===== src/rtl/data_memory_dumper.sv =====
// Streams data memory words 0..DUMP_WORDS-1 to a UART TX, one byte at a time, MSB byte first.
// Define DUMPER_CHECKSUM_EN to append an XOR checksum byte after the last data byte.
module data_memory_dumper #(
  parameter int unsigned RAM_WIDTH     = 16,
  parameter int unsigned RAM_ADDR_BITS = 11,
  parameter int unsigned DUMP_WORDS    = 2048
) (
  input  logic                     clk,
  input  logic                     rst_n,
  input  logic                     start,
  output logic                     mem_write,
  output logic [RAM_ADDR_BITS-1:0] mem_addr,
  input  logic [RAM_WIDTH-1:0]     mem_rdata,
  output logic [7:0]               tx_data,
  output logic                     tx_start,
  input  logic                     tx_done,
  output logic                     busy,
  output logic                     done
);

  localparam int unsigned BYTES  = RAM_WIDTH / 8;
  localparam int unsigned BIDX_W = (BYTES > 1) ? $clog2(BYTES) : 1;
  localparam logic [BIDX_W-1:0]        LAST_BYTE = BIDX_W'(BYTES - 1);
  localparam logic [RAM_ADDR_BITS-1:0] LAST_ADDR = RAM_ADDR_BITS'(DUMP_WORDS - 1);

  localparam logic [2:0] S_IDLE    = 3'd0;
  localparam logic [2:0] S_ADDR    = 3'd1;
  localparam logic [2:0] S_LATCH   = 3'd2;
  localparam logic [2:0] S_SEND    = 3'd3;
  localparam logic [2:0] S_WAIT_TX = 3'd4;
  localparam logic [2:0] S_FINISH  = 3'd5;
`ifdef DUMPER_CHECKSUM_EN
  localparam logic [2:0] S_CHECKSUM = 3'd6;
  localparam logic [2:0] S_WAIT_CK  = 3'd7;
`endif

  logic [2:0]               state, state_nxt;
  logic [RAM_ADDR_BITS-1:0] addr_nxt;
  logic [RAM_WIDTH-1:0]     word_buf, word_nxt;
  logic [BIDX_W-1:0]        byte_idx, byte_idx_nxt;
  logic [7:0]               tx_data_nxt;
  logic                     tx_start_nxt, busy_nxt, done_nxt;
  logic [7:0]               sel_byte;
`ifdef DUMPER_CHECKSUM_EN
  logic [7:0]               xsum, xsum_nxt;
`endif

  // Byte byte_idx of the latched word
  assign sel_byte = 8'(word_buf >> {byte_idx, 3'b000});

  always_ff @(posedge clk or negedge rst_n) begin
    if (!rst_n) begin
      state     <= S_IDLE;
      mem_addr  <= '0;
      word_buf  <= '0;
      byte_idx  <= '0;
      tx_data   <= '0;
      tx_start  <= 1'b0;
      busy      <= 1'b0;
      done      <= 1'b0;
      mem_write <= 1'b0;
`ifdef DUMPER_CHECKSUM_EN
      xsum      <= '0;
`endif
    end else begin
      state     <= state_nxt;
      mem_addr  <= addr_nxt;
      word_buf  <= word_nxt;
      byte_idx  <= byte_idx_nxt;
      tx_data   <= tx_data_nxt;
      tx_start  <= tx_start_nxt;
      busy      <= busy_nxt;
      done      <= done_nxt;
      mem_write <= 1'b0;
`ifdef DUMPER_CHECKSUM_EN
      xsum      <= xsum_nxt;
`endif
    end
  end

  // Next-state and next-output logic; busy/done change on entry to FINISH
  always_comb begin
    state_nxt    = state;
    addr_nxt     = mem_addr;
    word_nxt     = word_buf;
    byte_idx_nxt = byte_idx;
    tx_data_nxt  = tx_data;
    tx_start_nxt = 1'b0;
    busy_nxt     = busy;
    done_nxt     = 1'b0;
`ifdef DUMPER_CHECKSUM_EN
    xsum_nxt     = xsum;
`endif
    case (state)
      S_IDLE: begin
        if (start) begin
          state_nxt = S_ADDR;
          busy_nxt  = 1'b1;
          addr_nxt  = '0;
`ifdef DUMPER_CHECKSUM_EN
          xsum_nxt  = '0;
`endif
        end
      end
      S_ADDR:  state_nxt = S_LATCH;
      S_LATCH: begin
        word_nxt     = mem_rdata;
        byte_idx_nxt = LAST_BYTE;
        state_nxt    = S_SEND;
      end
      S_SEND: begin
        tx_data_nxt  = sel_byte;
        tx_start_nxt = 1'b1;
        state_nxt    = S_WAIT_TX;
`ifdef DUMPER_CHECKSUM_EN
        xsum_nxt     = xsum ^ sel_byte;
`endif
      end
      S_WAIT_TX: begin
        if (tx_done) begin
          if (byte_idx != '0) begin
            byte_idx_nxt = byte_idx - BIDX_W'(1);
            state_nxt    = S_SEND;
          end else if (mem_addr == LAST_ADDR) begin
`ifdef DUMPER_CHECKSUM_EN
            state_nxt = S_CHECKSUM;
`else
            state_nxt = S_FINISH;
            done_nxt  = 1'b1;
            busy_nxt  = 1'b0;
`endif
          end else begin
            addr_nxt  = mem_addr + RAM_ADDR_BITS'(1);
            state_nxt = S_ADDR;
          end
        end
      end
`ifdef DUMPER_CHECKSUM_EN
      S_CHECKSUM: begin
        tx_data_nxt  = xsum;
        tx_start_nxt = 1'b1;
        state_nxt    = S_WAIT_CK;
      end
      S_WAIT_CK: begin
        if (tx_done) begin
          state_nxt = S_FINISH;
          done_nxt  = 1'b1;
          busy_nxt  = 1'b0;
        end
      end
`endif
      S_FINISH: state_nxt = S_IDLE;
      default:  state_nxt = S_IDLE;
    endcase
  end

endmodule

===== config.mk =====
export PLATFORM = sky130hd
export DESIGN_NAME = data_memory_dumper
export DESIGN_NICKNAME = d
export VERILOG_FILES = /design/src/rtl/data_memory_dumper.sv
export SDC_FILE = /design/constraint.sdc
export NUM_CORES = 1
export LEC_CHECK = 0
export ABC_AREA = 1
export BUFFER_PORTS_ARGS = -buffer_cell sky130_fd_sc_hd__buf_2
export CAP_MARGIN = 20
export CORE_ASPECT_RATIO = 2
export CORE_UTILIZATION = 36
export DETAILED_ROUTE_END_ITERATION = 10
export PLACE_DENSITY = 0.69
export SLEW_MARGIN = 30
export SYNTH_ARGS = -nofsm -noshare
export SYNTH_HDL_FRONTEND = slang
export SYNTH_SLANG_ARGS = --single-unit

===== constraint.sdc =====
create_clock -name clk -period 2.8 [get_ports clk]
set_input_delay 0.14 -clock clk [delete_from_list [all_inputs] [get_ports clk]]
set_output_delay 0.14 -clock clk [all_outputs]
set_load 0.02 [all_outputs]

==> metrics.cfg <==
[finish]
final_util = 0.442
nNetsFinal = 284
areaGrowthSynthToFinish_pct = 19.2
layoutNonFillerInstCount = 324
finish.instance_area_um2 = 2390
filler_cell_count = 572
n_antenna_cell = 0
post_route_cells_drive_above_1_share = 0.284

[floorplanning]
fp-row-count = 38
die_area_um2 = 5900
io-pin-count = 43
die_y_um = 108
die_w_um = 54.8
initial_core_util = 0.371
placeableCoreArea_um2 = 5420

[run]
timing.max_cap.violations = 0

[grt]
antenna_found_initial = 0
grt_util_all_layers = 0.172
global_route_wire_length_before_repair_um = 7290
first_global_vias = 1705
grt_overflow_total = 0
largest_net_degree_at_the_start_of_global_routing = 43

[min_path]
hold_path_class = primary input to register
worst_hold_path.num_cells = 2
hold_path_end = word_buf[11]$_DFFE_PN0P_
hold_path.startpoint = mem_rdata[11]

[pwr]
power.leakage_nw = 1.22
fin_total_pwr_mw = 2.44
p_per_area_nw_per_um2 = 1020
vdd_drop_max_mv = 0.903

[cts]
cts_hold_buffers = 0
cts-resized-gates = 0
clk-insertion-delay-late_ns = 0.30
clock-sinks = 42
path_clk_slew_ns = 0.09
cts.htree.levels = 2
total_setup_buffers_inserted_after_cts = 0
clock_tree.root_cell = sky130_fd_sc_hd__clkbuf_8
cts_tree = done
cts_made_buffers = 5
ctsLongestPathBuffers = 2

[detailed_routing]
wl_met2_um = 2320
wl_met3_um = 119
route.detailed.wl_per_inst_um = 12.9
highest-signal-layer = met4
detail_route.wirelength.met1_um = 1680
dr_iter_0_viols = 26
routed_wirelength_um = 4170
vias = 1591
drc_errors = 0
detailedRoute.firstPassIterationCount = 4
route.detailed.vias_per_inst = 4.91
drt.antenna.violating_nets = 0

[placement]
place.detailed.instances = 315
place.gp.congestion = 0.763
detailed_place.area_um2 = 2240
dp_hpwl_um = 3070
post-place-ws_ns = 1.03
port_buffers = 41

[sta]
setup_viol = 0
hold_slack_ns = 0.0632
finalSetupTns_ns = 0
fin_ws_ns = 1.04
timing.final.max_slew_violations = 0
timing_hold_violations_final = 0
relSlewSlack = 0.545
min_period_over_period = 0.629
tightestPinTransition_ns = 0.681
fmax_mhz = 568
period_needed_ns = 1.76
grt_setup_unrepaired = no
finalClockSkew_ns = 0.0129

[yosys]
area_contributors_post_synth = sky130_fd_sc_hd__dfrtp_1, sky130_fd_sc_hd__nand2_1, sky130_fd_sc_hd__mux2_4
ys.warnings.count = 0
synthesis.area_per_instance_um2 = 9.18
synthDistinctLibCells = 24
post-synth-top-area-fraction = 0.523
synth_top_area_cell = sky130_fd_sc_hd__dfrtp_1
syn_nets = 240
post_synth_inst_count = 219
sequential_cell_area_fraction_in_the_yosys_report = 0.523
postSynthRegisterBits = 42
netlist_area_um2 = 2010

[critical_path]
crit_path_cell_trace = inv_1, o21ai_0, nor2_1, nand2_1, nand2_1, nand2_1
worst_path_most_repeated_cell = sky130_fd_sc_hd__nand2_1
timing.critical_path.slowest_cell_delay_ns = 0.54
crit_slowest_cell = sky130_fd_sc_hd__dfrtp_1
crit_path_max_fanout = 12
startpoint_type = register
worst_r2r_path_depth = 6
required_ns = 2.99
critical_path_end_type = register
worstReg2RegStart = byte_idx$_DFFE_PN0P_
worst-r2r-setup-slack_ns = 1.04
worstReg2RegEnd = mem_addr[8]$_DFFE_PN0P_
critPathKind = register to register
worst_ep_arrival_time_ns = 1.95

[outcome]
run_status = complete, no violations

## cell usage in the layout, fill, tap and decap left out, drive strengths merged, types with 2 or more instances in the layout
cell type and n:
a21oi 2, a31oi 8, buf 41, bufinv 2, clkbuf 5, dfrtp 42
inv 15, mux2 16, nand2 80, nand3 9, nand4 3, nor2 27
o21ai 3, xnor2 2, xor2 3
## layout make-up
type | count | area (um^2) | share of cell area
flip-flops and latches | 42 | 1050 | 0.439
well taps | 60 | 75.1 | 0.0313
clock inverters | 3 | 68.8 | 0.0287
inverters | 15 | 56.3 | 0.0235
repair buffers | 42 | 218 | 0.0909
clock buffers | 5 | 68.8 | 0.0287
multi-input cells | 157 | 857 | 0.358
## state kept, by name, summed over array words and instances, names as in the netlist
signal / flops
word_buf: 16
mem_addr: 11
tx_data: 8
state: 3
busy: 1
byte_idx: 1
done: 1
tx_start: 1
## synth_stat cells
library cell / n
sky130_fd_sc_hd__nand3b_1: 1
sky130_fd_sc_hd__conb_1: 1
sky130_fd_sc_hd__nand2_2: 4
sky130_fd_sc_hd__o21ai_0: 3
sky130_fd_sc_hd__nand2_1: 76
sky130_fd_sc_hd__xnor2_1: 2
sky130_fd_sc_hd__mux2_4: 9
sky130_fd_sc_hd__buf_6: 3
sky130_fd_sc_hd__dfrtp_1: 42
sky130_fd_sc_hd__nand3_1: 9
sky130_fd_sc_hd__clkbuf_1: 1
sky130_fd_sc_hd__a211oi_1: 1
sky130_fd_sc_hd__inv_2: 1
sky130_fd_sc_hd__nor2_4: 1
sky130_fd_sc_hd__nand4_1: 3
sky130_fd_sc_hd__nor2_1: 22
sky130_fd_sc_hd__a31oi_1: 8
sky130_fd_sc_hd__inv_1: 14
sky130_fd_sc_hd__nor2_2: 4
sky130_fd_sc_hd__xor2_1: 3
sky130_fd_sc_hd__buf_4: 1
sky130_fd_sc_hd__ha_1: 1
sky130_fd_sc_hd__mux2_2: 7
sky130_fd_sc_hd__a21oi_1: 2
## cells by family (layout without fill, tap and decap cells)
| kind of cell | after synthesis | count (layout) | share of synthesized area |
|---|---|---|---|
| AND/OR/NAND/NOR | 120 | 120 | 0.249 |
| flip-flops | 42 | 42 | 0.523 |
| buffers and inverters | 20 | 65 | 0.0504 |
| multiplexers | 16 | 16 | 0.106 |
| AO/OA/AOI/OAI | 14 | 14 | 0.0411 |
| XOR/XNOR | 5 | 5 | 0.0218 |
| adder cells (fa/ha/maj) | 1 | 1 | 0.00623 |
| other | 1 | 1 | 0.00187 |
## routing by layer
layer | vias up | GRT usage
li1 | 788 | -
met1 | 769 | 0.171
met2 | 30 | 0.316
met3 | 4 | 0.0353
met4 | 0 | 0.0696
met5 | - | 0
## worst max path at each step
stage	slack, ns	depth (start not counted)	startpoint	endpoint
6_report	1.04	6	byte_idx$_DFFE_PN0P_	mem_addr[8]$_DFFE_PN0P_
3_3_place_gp	1.04	6	byte_idx$_DFFE_PN0P_	mem_addr[10]$_DFFE_PN0P_
2_1_floorplan	1.31	8	mem_addr[0]$_DFFE_PN0P_	mem_addr[0]$_DFFE_PN0P_
4_1_cts	1.01	6	byte_idx$_DFFE_PN0P_	mem_addr[8]$_DFFE_PN0P_
3_5_place_dp	1.03	6	byte_idx$_DFFE_PN0P_	mem_addr[8]$_DFFE_PN0P_
5_1_grt	0.81	6	byte_idx$_DFFE_PN0P_	mem_addr[8]$_DFFE_PN0P_
## critical path, delay by kind of cell, from the launching register on
family	cells	cell delay (ns)
simple gates	4	0.64
buf+inv	1	0.33
compound gates	1	0.14
flops	1	0.54
## where the power goes
group	switching (mW)	internal [mW]
Clock	0.219	0.357
Sequential	0.172	0.828
Combinational	0.474	0.393
No activity file was read; power rests on OpenSTA's default activity.
